===== config.mk =====
export PLATFORM = sky130hd
export DESIGN_NAME = intr_ctrl
export DESIGN_NICKNAME = d
export VERILOG_FILES = /design/src/rtl/mips8_pkg.sv /design/src/rtl/intr_prio_enc.sv /design/src/rtl/intr_ctrl.sv
export SDC_FILE = /design/constraint.sdc
export NUM_CORES = 1
export LEC_CHECK = 0
export CAP_MARGIN = 20
export CORE_MARGIN = 10
export CORE_UTILIZATION = 30
export CTS_CLUSTER_DIAMETER = 80
export CTS_CLUSTER_SIZE = 12
export DETAILED_ROUTE_END_ITERATION = 6
export GPL_ROUTABILITY_DRIVEN = 0
export PLACE_DENSITY = 0.59
export REMOVE_ABC_BUFFERS = 1
export SETUP_SLACK_MARGIN = 0.2
export SYNTH_ARGS = -nofsm -noshare
export SYNTH_HDL_FRONTEND = slang
export SYNTH_HIERARCHICAL = 1
export SYNTH_SLANG_ARGS = --single-unit

===== constraint.sdc =====
create_clock -name clk -period 5.3 [get_ports clk]
set_input_delay 0.795 -clock clk [delete_from_list [all_inputs] [get_ports clk]]
set_output_delay 0.795 -clock clk [all_outputs]
set_load 0.03 [all_outputs]

===== src/rtl/mips8_pkg.sv =====
// ---------------------------------------------------------------------------
// mips8_pkg
//   Shared definitions for the MIPS8 interrupt source block.
//   - intr_state_t : handshake state of the interrupt controller
//   - CFG_*        : config register addresses on the data-memory bus
//   - vec_addr()   : handler address for a given source line
// ---------------------------------------------------------------------------
package mips8_pkg;

    typedef enum logic [1:0] {
        IDLE       = 2'd0,
        REQUEST    = 2'd1,
        IN_SERVICE = 2'd2
    } intr_state_t;

    localparam logic [1:0] CFG_MASK = 2'd0;
    localparam logic [1:0] CFG_PEND = 2'd1;
    localparam logic [1:0] CFG_IE   = 2'd2;

    // Each handler slot is two bytes wide; the sum wraps modulo 256.
    function automatic logic [7:0] vec_addr(input logic [7:0] base, input logic [2:0] idx);
        return base + {4'b0000, idx, 1'b0};
    endfunction

endpackage


===== src/rtl/intr_prio_enc.sv =====
// ---------------------------------------------------------------------------
// intr_prio_enc
//   Combinational fixed-priority encoder, lowest set index wins.
//   Ports:
//     req   in  NUM_SRC  request vector
//     valid out 1        at least one request bit set
//     index out 3        index of the lowest set bit (0 when none)
// ---------------------------------------------------------------------------
module intr_prio_enc #(
    parameter int NUM_SRC = 4
) (
    input  logic [NUM_SRC-1:0] req,
    output logic               valid,
    output logic [2:0]         index
);

    always_comb begin
        valid = |req;
        index = 3'd0;
        // Scan downward so the lowest set bit is the last to assign.
        for (int i = NUM_SRC - 1; i >= 0; i--) begin
            if (req[i]) begin
                index = 3'(i);
            end
        end
    end

endmodule


===== src/rtl/intr_ctrl.sv =====
// ---------------------------------------------------------------------------
// intr_ctrl
//   Interrupt source side of the MIPS8 controller's 2-bit INTR input.
//   Collects NUM_SRC device lines, latches pending requests, picks the
//   lowest-index eligible line and presents INTR plus a handler vector.
//   Line 0 is non-maskable (NMI) and ignores MASK and IE.
//
//   Build option: define INTR_EDGE_EN for edge-triggered capture (pending
//   bits latch on irq rising edges and clear on ack or PEND write-1-to-clear).
//   Without it capture is level-sensitive: pending follows irq directly.
//
//   Ports:
//     clk        in   1        system clock
//     rst        in   1        synchronous active-high reset
//     irq        in   NUM_SRC  device request lines
//     intr_ack   in   1        controller entered the handler (pulse)
//     intr_done  in   1        controller executed RETI (pulse)
//     cfg_we     in   1        config write strobe
//     cfg_addr   in   2        0=MASK 1=PEND(W1C) 2=IE 3=reserved
//     cfg_wdata  in   8        config write data
//     cfg_rdata  out  8        combinational config read
//     INTR       out  2        [1]=NMI request, [0]=maskable request
//     intr_vec   out  8        handler address, held until intr_done
// ---------------------------------------------------------------------------
module intr_ctrl
    import mips8_pkg::*;
#(
    parameter int          NUM_SRC  = 4,
    parameter logic [7:0]  VEC_BASE = 8'hF0
) (
    input  logic               clk,
    input  logic               rst,
    input  logic [NUM_SRC-1:0] irq,
    input  logic               intr_ack,
    input  logic               intr_done,
    input  logic               cfg_we,
    input  logic [1:0]         cfg_addr,
    input  logic [7:0]         cfg_wdata,
    output logic [7:0]         cfg_rdata,
    output logic [1:0]         INTR,
    output logic [7:0]         intr_vec
);

    intr_state_t        state_reg;
    logic [NUM_SRC-1:0] mask_reg;
    logic               ie_reg;
    logic               ie_sv_reg;
    logic [2:0]         sel_reg;
    logic [1:0]         intr_reg;
    logic [7:0]         vec_reg;

    logic [NUM_SRC-1:0] pending;
    logic [NUM_SRC-1:0] en_vec;
    logic [NUM_SRC-1:0] elig;
    logic               win_valid;
    logic [2:0]         win_idx;

    logic ie_wr;
    logic take_ack;
    logic take_done;
    logic ie_in;
    logic ie_sv_in;

    assign ie_wr     = cfg_we && (cfg_addr == CFG_IE);
    assign take_ack  = (state_reg == REQUEST) && intr_ack;
    // A simultaneous ack is irrelevant here: ack only counts in REQUEST.
    assign take_done = (state_reg == IN_SERVICE) && intr_done;

    // Value IE would hold this cycle including a same-cycle write, so that
    // a write racing an ack or done is not lost.
    assign ie_in    = ie_wr ? cfg_wdata[0] : ie_reg;
    assign ie_sv_in = ie_wr ? cfg_wdata[0] : ie_sv_reg;

`ifdef INTR_EDGE_EN
    logic               pend_wr;
    logic [NUM_SRC-1:0] irq_q_reg;
    logic [NUM_SRC-1:0] pending_reg;
    logic [NUM_SRC-1:0] pending_next;
    logic               unused_sink;

    assign pend_wr     = cfg_we && (cfg_addr == CFG_PEND);
    assign unused_sink = ^cfg_wdata;

    generate
        for (genvar gi = 0; gi < NUM_SRC; gi++) begin : g_pend
            localparam logic [2:0] IDX = 3'(gi);
            // A new edge beats any clear arriving in the same cycle.
            assign pending_next[gi] =
                (irq[gi] && !irq_q_reg[gi]) ? 1'b1 :
                ((pend_wr && cfg_wdata[gi]) || (take_ack && (sel_reg == IDX))) ? 1'b0 :
                pending_reg[gi];
        end
    endgenerate

    always_ff @(posedge clk) begin
        if (rst) begin
            irq_q_reg   <= '0;
            pending_reg <= '0;
        end else begin
            irq_q_reg   <= irq;
            pending_reg <= pending_next;
        end
    end

    assign pending = pending_reg;
`else
    logic unused_sink;

    // Level mode never clears by line, so the granted index is informational.
    assign unused_sink = ^{cfg_wdata, sel_reg};
    assign pending     = irq;
`endif

    generate
        for (genvar gi = 0; gi < NUM_SRC; gi++) begin : g_elig
            if (gi == 0) begin : g_nmi
                assign en_vec[gi] = 1'b1;
            end else begin : g_mask
                assign en_vec[gi] = mask_reg[gi] & ie_reg;
            end
        end
    endgenerate

    assign elig = pending & en_vec;

    intr_prio_enc #(
        .NUM_SRC (NUM_SRC)
    ) u_prio (
        .req   (elig),
        .valid (win_valid),
        .index (win_idx)
    );

    always_ff @(posedge clk) begin
        if (rst) begin
            state_reg <= IDLE;
            mask_reg  <= '0;
            ie_reg    <= 1'b0;
            ie_sv_reg <= 1'b0;
            sel_reg   <= 3'd0;
            intr_reg  <= 2'b00;
            vec_reg   <= 8'h00;
        end else begin
            if (cfg_we && (cfg_addr == CFG_MASK)) begin
                mask_reg <= cfg_wdata[NUM_SRC-1:0];
            end

            // While a handler runs, IE writes target the saved copy so the
            // handler cannot re-open nesting; RETI restores it.
            if (ie_wr) begin
                if (state_reg == IN_SERVICE) begin
                    ie_sv_reg <= cfg_wdata[0];
                end else begin
                    ie_reg <= cfg_wdata[0];
                end
            end

            case (state_reg)
                IDLE: begin
                    if (win_valid) begin
                        state_reg <= REQUEST;
                        sel_reg   <= win_idx;
                        intr_reg  <= {win_idx == 3'd0, win_idx != 3'd0};
                        vec_reg   <= vec_addr(VEC_BASE, win_idx);
                    end
                end
                REQUEST: begin
                    // Request is committed: no re-arbitration, no withdrawal.
                    if (take_ack) begin
                        state_reg <= IN_SERVICE;
                        intr_reg  <= 2'b00;
                        ie_sv_reg <= ie_in;
                        ie_reg    <= 1'b0;
                    end
                end
                IN_SERVICE: begin
                    if (take_done) begin
                        state_reg <= IDLE;
                        ie_reg    <= ie_sv_in;
                    end
                end
                default: begin
                    state_reg <= IDLE;
                end
            endcase
        end
    end

    always_comb begin
        cfg_rdata = 8'h00;
        case (cfg_addr)
            CFG_MASK: cfg_rdata = 8'(mask_reg);
            CFG_PEND: cfg_rdata = 8'(pending);
            CFG_IE:   cfg_rdata = {7'b0000000, ie_reg};
            default:  cfg_rdata = 8'h00;
        endcase
    end

    assign INTR     = intr_reg;
    assign intr_vec = vec_reg;

endmodule


Word level (Yosys, flattened, before mapping)
Index checks and enable logic that the tools add are counted.

Add/subtract/negate cells: 1. Equal/unequal tests: 7. Multiplexer cells: 23. Bitwise operators: 4. Reduce and logical (&&, ||, !) cells: 13.

Operator list (number): $mux 2 (9); $pmux 4 s3 (1); $mux 1 (10); $add 5x5->6 const A (1); $pmux 2 s3 (1); $reduce_and 3->1 (2); $and 4x4->4 (1); $eq 2x1->1 const B (2); $eq 2x2->1 const B (2); $logic_and 1x1->1 (4); $logic_not 2->1 (2); $ne 2x2->1 const B (2); $pmux 2 s2 (1); $reduce_or 4->1 (1); $and 1x1->1 (3); $logic_not 3->1 (1); $reduce_bool 3->1 (1); $ne 2x1->1 const B (1); $pmux 1 s2 (1); $reduce_and 2->1 (1); $reduce_bool 2->1 (1).

Flip-flop bits (word level): 18. Bits of input ports: 19. Output and inout bits: 18. Word-level logic and storage cells: 54.

Depth between registers and ports, before layout
Gate-level depths: netlist of the first run.

Depth after elaboration: 9. Gate-level depth with buffers: 6.

Modules after synthesis
Netlist of the first run, hierarchy kept.

By module, submodules not included: intr_ctrl (instances 1, cells each 103, area each 885.8 µm², seq. area each 280.3 µm²); intr_prio_enc (instances 1, cells each 9, area each 46.3 µm², seq. area each 0.0 µm²).

Worst setup path before layout of the first run
OpenSTA, ideal clock, no wires.

Kind: in2out. Start: input port cfg_addr[1]. End: output port cfg_rdata[0]. Arrival: 1744 ps. Slack: 2761 ps. Stages: 3. Buffers on the path: 1. Cells stage by stage: buf_2 mux2i_1 o21ai_0.

Word-level cells in the longest chain between the ends: 2.

Ends and longest elaborated chain: start: declaration (RTL line intr_ctrl.sv:37) `input logic [1:0] cfg_addr,`; $eq 2x2->1 (tied with other cells) (RTL line intr_ctrl.sv:191) `case (cfg_addr)`; $pmux 4 s3 (*) (RTL line intr_ctrl.sv:191); end: declaration (RTL line intr_ctrl.sv:39) `output logic [7:0] cfg_rdata,`.

Every way passes the cells marked *; elsewhere a longest branch is shown, timed or not.

Worst setup path in the final report of the first run
Ends and elaborated chain as after synthesis.

==> flow_metrics.tcl, run 1 <==
set metrics [dict create \
    outcome "complete, no violations" \
    die_area_um2 5737 \
    timing.fmax_mhz 309.6 \
    synth_compound_area_frac 0.1423 \
    ctsResizeCount 0 \
    finalCritPeriodShare 0.6094 \
    area_delta_synth_final_pct 29.40 \
    rows 20 \
    ant_nets 0 \
    synth.largest_area_cell "dfxtp_1" \
    synth-edff-count 0 \
    stdcell_area_um2 1206 \
    yosysSeqAreaShare 0.3007 \
    p_int_mw 0.2247 \
    irDropWorstVdd_mv 0.1307 \
    finalCriticalPeriod_ns 3.230 \
    hold_buffers 0 \
    yosys-top-cells-area "dfxtp_1 30%, mux2i_1 9.7%, buf_4 8.1%" \
    clock_insertion_delay_worst_skew_ns 0.29 \
    combinationalPowerShare 0.431 \
    synthMuxAreaShare 0.1087 \
    drt_iter0_markers 18 \
    required_ns 4.51 \
    synth_top_family_by_area "simple AND/OR/NAND/NOR gates" \
    drive_gt1_frac 0.05970 \
    fin_skew_ns 0.003074 \
    cts_setup_buffers 0 \
    io-pin-count 37 \
    cp_slowest_stage_delay_ns 0.70 \
    end_kind "output pin" \
    slew_headroom 0.6103 \
    synth-xor-area-share 0 \
    sequentialPowerShare 0.351 \
    switching_share 0.3787 \
    num_antenna_cells 0 \
    ys_warn_count 6 \
    placed_cell_area_um2 1170 \
    die_y_um 75.74 \
    hold_violations 0 \
    power.density_nw_per_um2 299.9 \
    fin_nets 159 \
    worstPathMaxFanout 9 \
    synth_top_area_frac 0.3007 \
    slew_viol_final 0 \
    core_um2 3003 \
    vias 838 \
    detail_route.vias_per_cell 5.018 \
    route.detailed.drc 0 \
    grt_pass1_wl_um 3822 \
    overflow 0 \
    wl_um 2286 \
    synth.most_common_cell "dfxtp_1" \
    grt_pass1_vias 872 \
    clockPowerShare 0.218 \
    ys.flop_type "dfxtp_1" \
    fin_tns_setup_ns 0 \
    grt_max_degree 16 \
    clk_pin_slew_ns 0.08 \
    crit_path_cell_trace "clkdlybuf4s50_1 > mux2i_1 > o21ai_0 > clkdlybuf4s50_1" \
    p_leak_nw 0.4791 \
    critPathSlowestCell "clkdlybuf4s50_1" \
    setup_viol 0 \
    antenna_found_initial 0 \
    grt_usage 0.08742 \
    yosysUniqueCellTypes 33 \
    drv_cap 0 \
    post-dp-hpwl_um 1820 \
    cp-start-kind "input pin" \
    ys_seq_elements 14 \
    io_buffers 27 \
    cts_root_buffer "clkbuf_4" \
    crit_type "input pin to output pin" \
    crit_top_cell "clkdlybuf4s50_1" \
    synthesis.area_um2 932.1 \
    synth_fa_ha_area_frac 0.06711 \
    p_sw_mw 0.1370 \
    async_reset_ff_frac 0 \
    syn_area_per_cell_um2 8.323 \
    hold_class "flip-flop to flip-flop" \
    critical_path.top_delay_family "buffers and inverters" \
    cts-buffers-inserted 3 \
    dr.pass1.iters 2 \
    worst_ep_arrival_time_ns 2.43 \
    die_w_um 75.74 \
    worstMarginPinSlew_ns 0.5827 \
    synthCells 112 \
    start_util 0.3104 \
    synth.top_cells.by_count "14 x dfxtp_1, 12 x nor2_1, 10 x a21oi_1, 10 x buf_4, 9 x mux2i_1" \
    clkSinkCount 14 \
    yosys.area_share.simple 0.2617 \
    tritoncts "built" \
    cp_num_buf_inv 2 \
    clockBufferDepth 2 \
    grt_setup_unrepaired "no" \
    h-tree-depth 1 \
    wl_per_cell_um 13.69 \
]
[metal layers]
metal  GRT usage  share of wire  vias up
met5           0              0        -
met4     0.04330          0.017        0
met3     0.04167          0.081        5
met2      0.1443           0.46       25
met1     0.09111           0.45      381
li1            -              -      427
[worst min-delay path, cell delays in order (launching register included)]
cell	delay, ns
dfxtp_1	0.32
nand2_1	0.05
a21oi_1	0.05
[cells in the final DEF, fill, tap and decap left out, types with 2 or more instances in the layout]
cell,synthesis,layout
dfxtp_1,14,14
a21oi_1,10,10
mux2i_1,9,9
conb_1,2,6
nand3_1,3,3
nor2_1,12,12
clkbuf_4,0,3
o211ai_1,2,2
nand4b_1,2,2
nor2b_1,2,2
and3_1,3,3
nand4_1,2,2
inv_1,4,4
nand2_1,7,7
o31ai_1,4,4
nand2b_1,4,4
clkdlybuf4s50_1,0,27
ha_1,5,5
[per-stage QoR]
stage,hold slack [ns],utilization,instances,power [mW],setup slack (ns)
final,0.4695,0.4017,167,0.3617,2.070
after global routing,0.4882,0.4017,167,0.3904,1.980
after CTS,0.4689,0.4017,167,0.3657,2.048
after detailed placement,0.4531,0.3896,163,0.2860,2.049
after global placement,0.4531,0.3896,163,0.2820,2.077
after floorplan,0.4529,-,103,0.2294,2.925
[layout make-up]
| class | instances | area [µm²] |
|---|---|---|
| Tap cell | 33 | 41.29 |
| Clock buffer | 4 | 36.28 |
| Inverter | 4 | 15.01 |
| Sequential cell | 14 | 280.3 |
| Fill cell | 329 | 1797 |
| Timing Repair Buffer | 27 | 270.3 |
| Multi-Input combinational cell | 85 | 563.0 |
[power by group through the flow]
stage / Sequential [mW] / Combinational (mW) / Clock (mW)
4_1_cts: 0.128 / 0.157 / 0.0808
3_5_place_dp: 0.130 / 0.156 / 0
6_report: 0.127 / 0.156 / 0.0789
5_1_grt: 0.130 / 0.171 / 0.0891
2_1_floorplan: 0.148 / 0.0816 / 0
3_3_place_gp: 0.129 / 0.153 / 0
[cells by family after synthesis]
family | count (synthesis)
AOI/OAI and AO/OA | 21
adders and majority gates | 5
buffers and inverters | 17
DFF | 14
muxes | 10
other | 2
and+or+nand+nor | 43
[final timing paths]
kind | startpoint | slack (ns) | to | depth (start not counted)
setup / recovery | cfg_addr[1] | 2.07 | cfg_rdata[0] | 4
hold / removal | intr_vec[1] | 0.47 | intr_vec[1] | 2
setup reg to reg | ie_reg | 3.42 | INTR[1] | 6
hold reg to reg | intr_vec[1] | 0.47 | intr_vec[1] | 2
No activity file was read; power rests on OpenSTA's default activity.
==> inputs of run 2 (changes only) <==
Settings changed: PLACE_DENSITY 0.59 to 0.61.
Clock period 5.3 ns to 2.8 ns, I/O delays scaled along.
==> flow_metrics.tcl, run 2 (same netlist as run 1, synthesis figures left out) <==
set metrics [dict create \
    fin_skew_ns 0.001569 \
    p_leak_nw 0.4839 \
    p_sw_mw 0.2554 \
    drt_iter0_markers 23 \
    placed_cells 164 \
    grt_usage 0.08604 \
    sequentialPowerShare 0.354 \
    route.detailed.drc 0 \
    antenna_found_initial 0 \
    io-pin-count 37 \
    cts_root_buffer "clkbuf_4" \
    worst_ep_arrival_time_ns 2.03 \
    finalCritPeriodShare 0.8753 \
    core_um2 3003 \
    critical_path.top_delay_family "buffers and inverters" \
    clkSinkCount 14 \
    io_buffers 27 \
    hold_violations 0 \
    crit_type "input pin to output pin" \
    ant_nets 0 \
    cts-buffers-inserted 3 \
    detail_route.vias_per_cell 5.071 \
    required_ns 2.38 \
    cp_num_buf_inv 2 \
    reg2reg_to "INTR[1]" \
    clockBufferDepth 2 \
    combinationalPowerShare 0.434 \
    slew_headroom 0.6312 \
    tritoncts "built" \
    post-dp-hpwl_um 1866 \
    outcome "complete, no violations" \
    die_y_um 75.74 \
    dr.pass1.iters 4 \
    die_area_um2 5737 \
    power.density_nw_per_um2 561.8 \
    timing.fmax_mhz 408.0 \
    hold_buffers 0 \
    fin_tns_setup_ns 0 \
    crit_top_cell "clkdlybuf4s50_1" \
    grt_pass1_wl_um 3850 \
    end_kind "output pin" \
    die_w_um 75.74 \
    vias 852 \
    setup_viol 0 \
    holdPathStages 2 \
    wl_um 2326 \
    hp-start "INTR[1]" \
    cts_setup_buffers 0 \
    crit_path_cell_trace "clkdlybuf4s50_1 > mux2i_1 > nor2_1 > clkdlybuf4s50_1" \
    worstMarginPinSlew_ns 0.5515 \
    p_int_mw 0.4264 \
    clockPowerShare 0.212 \
    layout_commonest_cell "clkdlybuf4s50_1" \
    area_delta_synth_final_pct 30.20 \
    r2r_start "ie_reg" \
    rows 20 \
    final_util 0.4042 \
    start_util 0.3104 \
    grt_pass1_vias 912 \
    grt_setup_unrepaired "no" \
    drive_gt1_frac 0.06667 \
    fin_nets 160 \
    irDropWorstVdd_mv 0.2985 \
    grt_max_degree 16 \
    clk_pin_slew_ns 0.08 \
    overflow 0 \
    stdcell_area_um2 1214 \
    holdWs_ns 0.4697 \
    h-tree-depth 1 \
    final_cell_mix "27 x clkdlybuf4s50_1, 14 x dfxtp_1, 12 x nor2_1" \
    worstPathMaxFanout 9 \
    drv_cap 0 \
    num_antenna_cells 0 \
    slew_viol_final 0 \
    wl_per_cell_um 13.85 \
    holdPathEnd "INTR[1]" \
    nFillCells 318 \
    switching_share 0.3745 \
    hold_class "flip-flop to flip-flop" \
    finalNonFillerCells 168 \
    finalCriticalPeriod_ns 2.451 \
    rrSetupSlack_ns 0.93 \
    r2r_cells 6 \
    placed_cell_area_um2 1177 \
    clock_insertion_delay_worst_skew_ns 0.28 \
    critPathSlowestCell "clkdlybuf4s50_1" \
    cp_slowest_stage_delay_ns 0.69 \
    ctsResizeCount 0 \
    cp-start-kind "input pin" \
]
[run 2: power by group through the flow]
| stage | Combinational, mW | Clock, mW | Sequential (mW) |
|---|---|---|---|
| floorplan | 0.154 | 0 | 0.280 |
| global placement | 0.289 | 0 | 0.244 |
| detailed placement | 0.296 | 0 | 0.247 |
| CTS | 0.298 | 0.154 | 0.242 |
| global route | 0.329 | 0.162 | 0.245 |
| finish | 0.296 | 0.145 | 0.241 |
[run 2: per-layer routing]
layer | global-route usage | up-vias | routed length, µm | part of all wire
met3 | 0.03255 | 2 | 207 | 0.089
met2 | 0.1509 | 25 | 1118 | 0.48
li1 | - | 426 | - | -
met1 | 0.08949 | 399 | 987 | 0.42
met5 | 0 | - | 0 | 0
met4 | 0.03711 | 0 | 13 | 0.0056
[run 2: worst max-delay path by stage]
stage | startpoint | cells past startpoint | end | slack, ns
floorplan | irq[2] | 6 | INTR[1] | 1.11
global placement | cfg_addr[0] | 4 | cfg_rdata[1] | 0.36
detailed placement | cfg_addr[0] | 4 | cfg_rdata[1] | 0.36
CTS | cfg_addr[0] | 4 | cfg_rdata[1] | 0.34
global route | cfg_addr[0] | 4 | cfg_rdata[2] | 0.26
finish | cfg_addr[0] | 4 | cfg_rdata[1] | 0.35
[run 2: area by class of cell]
type / count / area (µm²) / share of cell area
tap: 33 / 41.29 / 0.03402
timing repair buffer: 28 / 277.8 / 0.2289
multi-input combinational: 85 / 563.0 / 0.4639
inverter: 4 / 15.01 / 0.01237
sequential: 14 / 280.3 / 0.2309
clock buffer: 4 / 36.28 / 0.02990
[run 2: tightest hold or removal path: stages, from the launching register on]
cell     delay (ns)
dfxtp_1        0.32
o31ai_1        0.06
a21oi_1        0.05
[run 2: stage by stage]
step	setup slack [ns]	total power [mW]
floorplan	1.114	0.4342
global placement	0.3600	0.5336
detailed placement	0.3582	0.5422
CTS	0.3412	0.6937
global route	0.2563	0.7351
finish	0.3492	0.6818
==> inputs of run 3 (changes only) <==
Settings changed: CTS_BUF_LIST set to sky130_fd_sc_hd__clkbuf_16.
==> flow_metrics.tcl, run 3 (same netlist as run 1, synthesis figures left out) <==
set metrics [dict create \
    h-tree-depth 1 \
    holdWs_ns 0.4632 \
    fin_skew_ns 0.0008050 \
    worst_ep_arrival_time_ns 2.03 \
    cts-buffers-inserted 3 \
    worstPathMaxFanout 9 \
    cp_slowest_stage_delay_ns 0.69 \
    drt_iter0_markers 23 \
    final_util 0.4183 \
    grt_usage 0.08684 \
    grt_setup_unrepaired "no" \
    irDropWorstVdd_mv 0.3544 \
    die_y_um 75.74 \
    p_leak_nw 0.5014 \
    clock_insertion_delay_worst_skew_ns 0.24 \
    fin_nets 160 \
    wl_per_cell_um 13.65 \
    layout_commonest_cell "clkdlybuf4s50_1" \
    cp-start-kind "input pin" \
    worstMarginPinSlew_ns 0.5430 \
    ant_nets 0 \
    required_ns 2.38 \
    r2r_cells 6 \
    start_util 0.3104 \
    finalNonFillerCells 168 \
    die_area_um2 5737 \
    hold_buffers 0 \
    finalCriticalPeriod_ns 2.448 \
    timing.fmax_mhz 408.5 \
    slew_viol_final 0 \
    detail_route.vias_per_cell 5.065 \
    critPathSlowestCell "clkdlybuf4s50_1" \
    crit_path_cell_trace "clkdlybuf4s50_1 > mux2i_1 > nor2_1 > clkdlybuf4s50_1" \
    pre_cts_slack_ns 0.3582 \
    antenna_found_initial 0 \
    route.detailed.drc 0 \
    hold_class "flip-flop to flip-flop" \
    placed_cell_area_um2 1177 \
    hold_violations 0 \
    grt_max_degree 16 \
    finalCritPeriodShare 0.8742 \
    cts_setup_buffers 0 \
    vias 851 \
    overflow 0 \
    dr.pass1.iters 4 \
    crit_top_cell "clkdlybuf4s50_1" \
    area_delta_synth_final_pct 34.76 \
    drive_gt1_frac 0.05926 \
    rrSetupSlack_ns 0.96 \
    grt_pass1_vias 911 \
    cts_root_buffer "clkbuf_16" \
    end_kind "output pin" \
    wl_um 2294 \
    post-dp-hpwl_um 1866 \
    holdPathStages 2 \
    outcome "complete, no violations" \
    nFillCells 315 \
    grt_pass1_wl_um 3864 \
    io-pin-count 37 \
    clkSinkCount 14 \
    io_buffers 27 \
    setup_ws_ns 0.3522 \
    drv_cap 0 \
    clk_pin_slew_ns 0.05 \
    setup_viol 0 \
    crit_type "input pin to output pin" \
    stdcell_area_um2 1256 \
    ctsResizeCount 0 \
    final_cell_mix "27 x clkdlybuf4s50_1, 14 x dfxtp_1, 12 x nor2_1" \
    num_antenna_cells 0 \
    slew_headroom 0.6369 \
    power.density_nw_per_um2 639.2 \
    placed_cells 164 \
    fin_tns_setup_ns 0 \
    rows 20 \
    core_um2 3003 \
    tritoncts "built" \
    power_mw 0.8030 \
    die_w_um 75.74 \
    clockBufferDepth 2 \
]
-- run 3: worst max-delay path, delay by kind of cell --
family                 cells  cell delay (ns)
multiplexers               1             0.13
buffers and inverters      2             1.38
AND/OR/NAND/NOR            1             0.10
-- run 3: worst paths after layout --
kind                                   from      endpoint
worst min-delay path                INTR[1]       INTR[1]
worst max register to register       ie_reg       INTR[1]
worst min register to register      INTR[1]       INTR[1]
worst max-delay path            cfg_addr[0]  cfg_rdata[1]
-- run 3: per-layer routing --
metal,global-route usage,part of all wire
met5,0,0
met1,0.08650,0.40
met3,0.04167,0.11
met4,0.03918,0.0087
met2,0.1500,0.48
-- run 3: cell type report --
class,count,area [µm²],area share
Timing Repair Buffer,28,277.8,0.2211
Clock buffer,3,75.07,0.05976
Sequential cell,14,280.3,0.2231
Inverter,4,15.01,0.01195
Tap cell,33,41.29,0.03287
Clock inverter,1,3.754,0.002988
Multi-Input combinational cell,85,563.0,0.4482
-- run 3: power breakdown --
group | internal (mW) | switching, mW | leakage (nW) | total (mW)
Combinational | 0.125 | 0.170 | 0.349 | 0.295
Sequential | 0.223 | 0.0192 | 0.114 | 0.242
Clock | 0.188 | 0.0770 | 0.0385 | 0.265
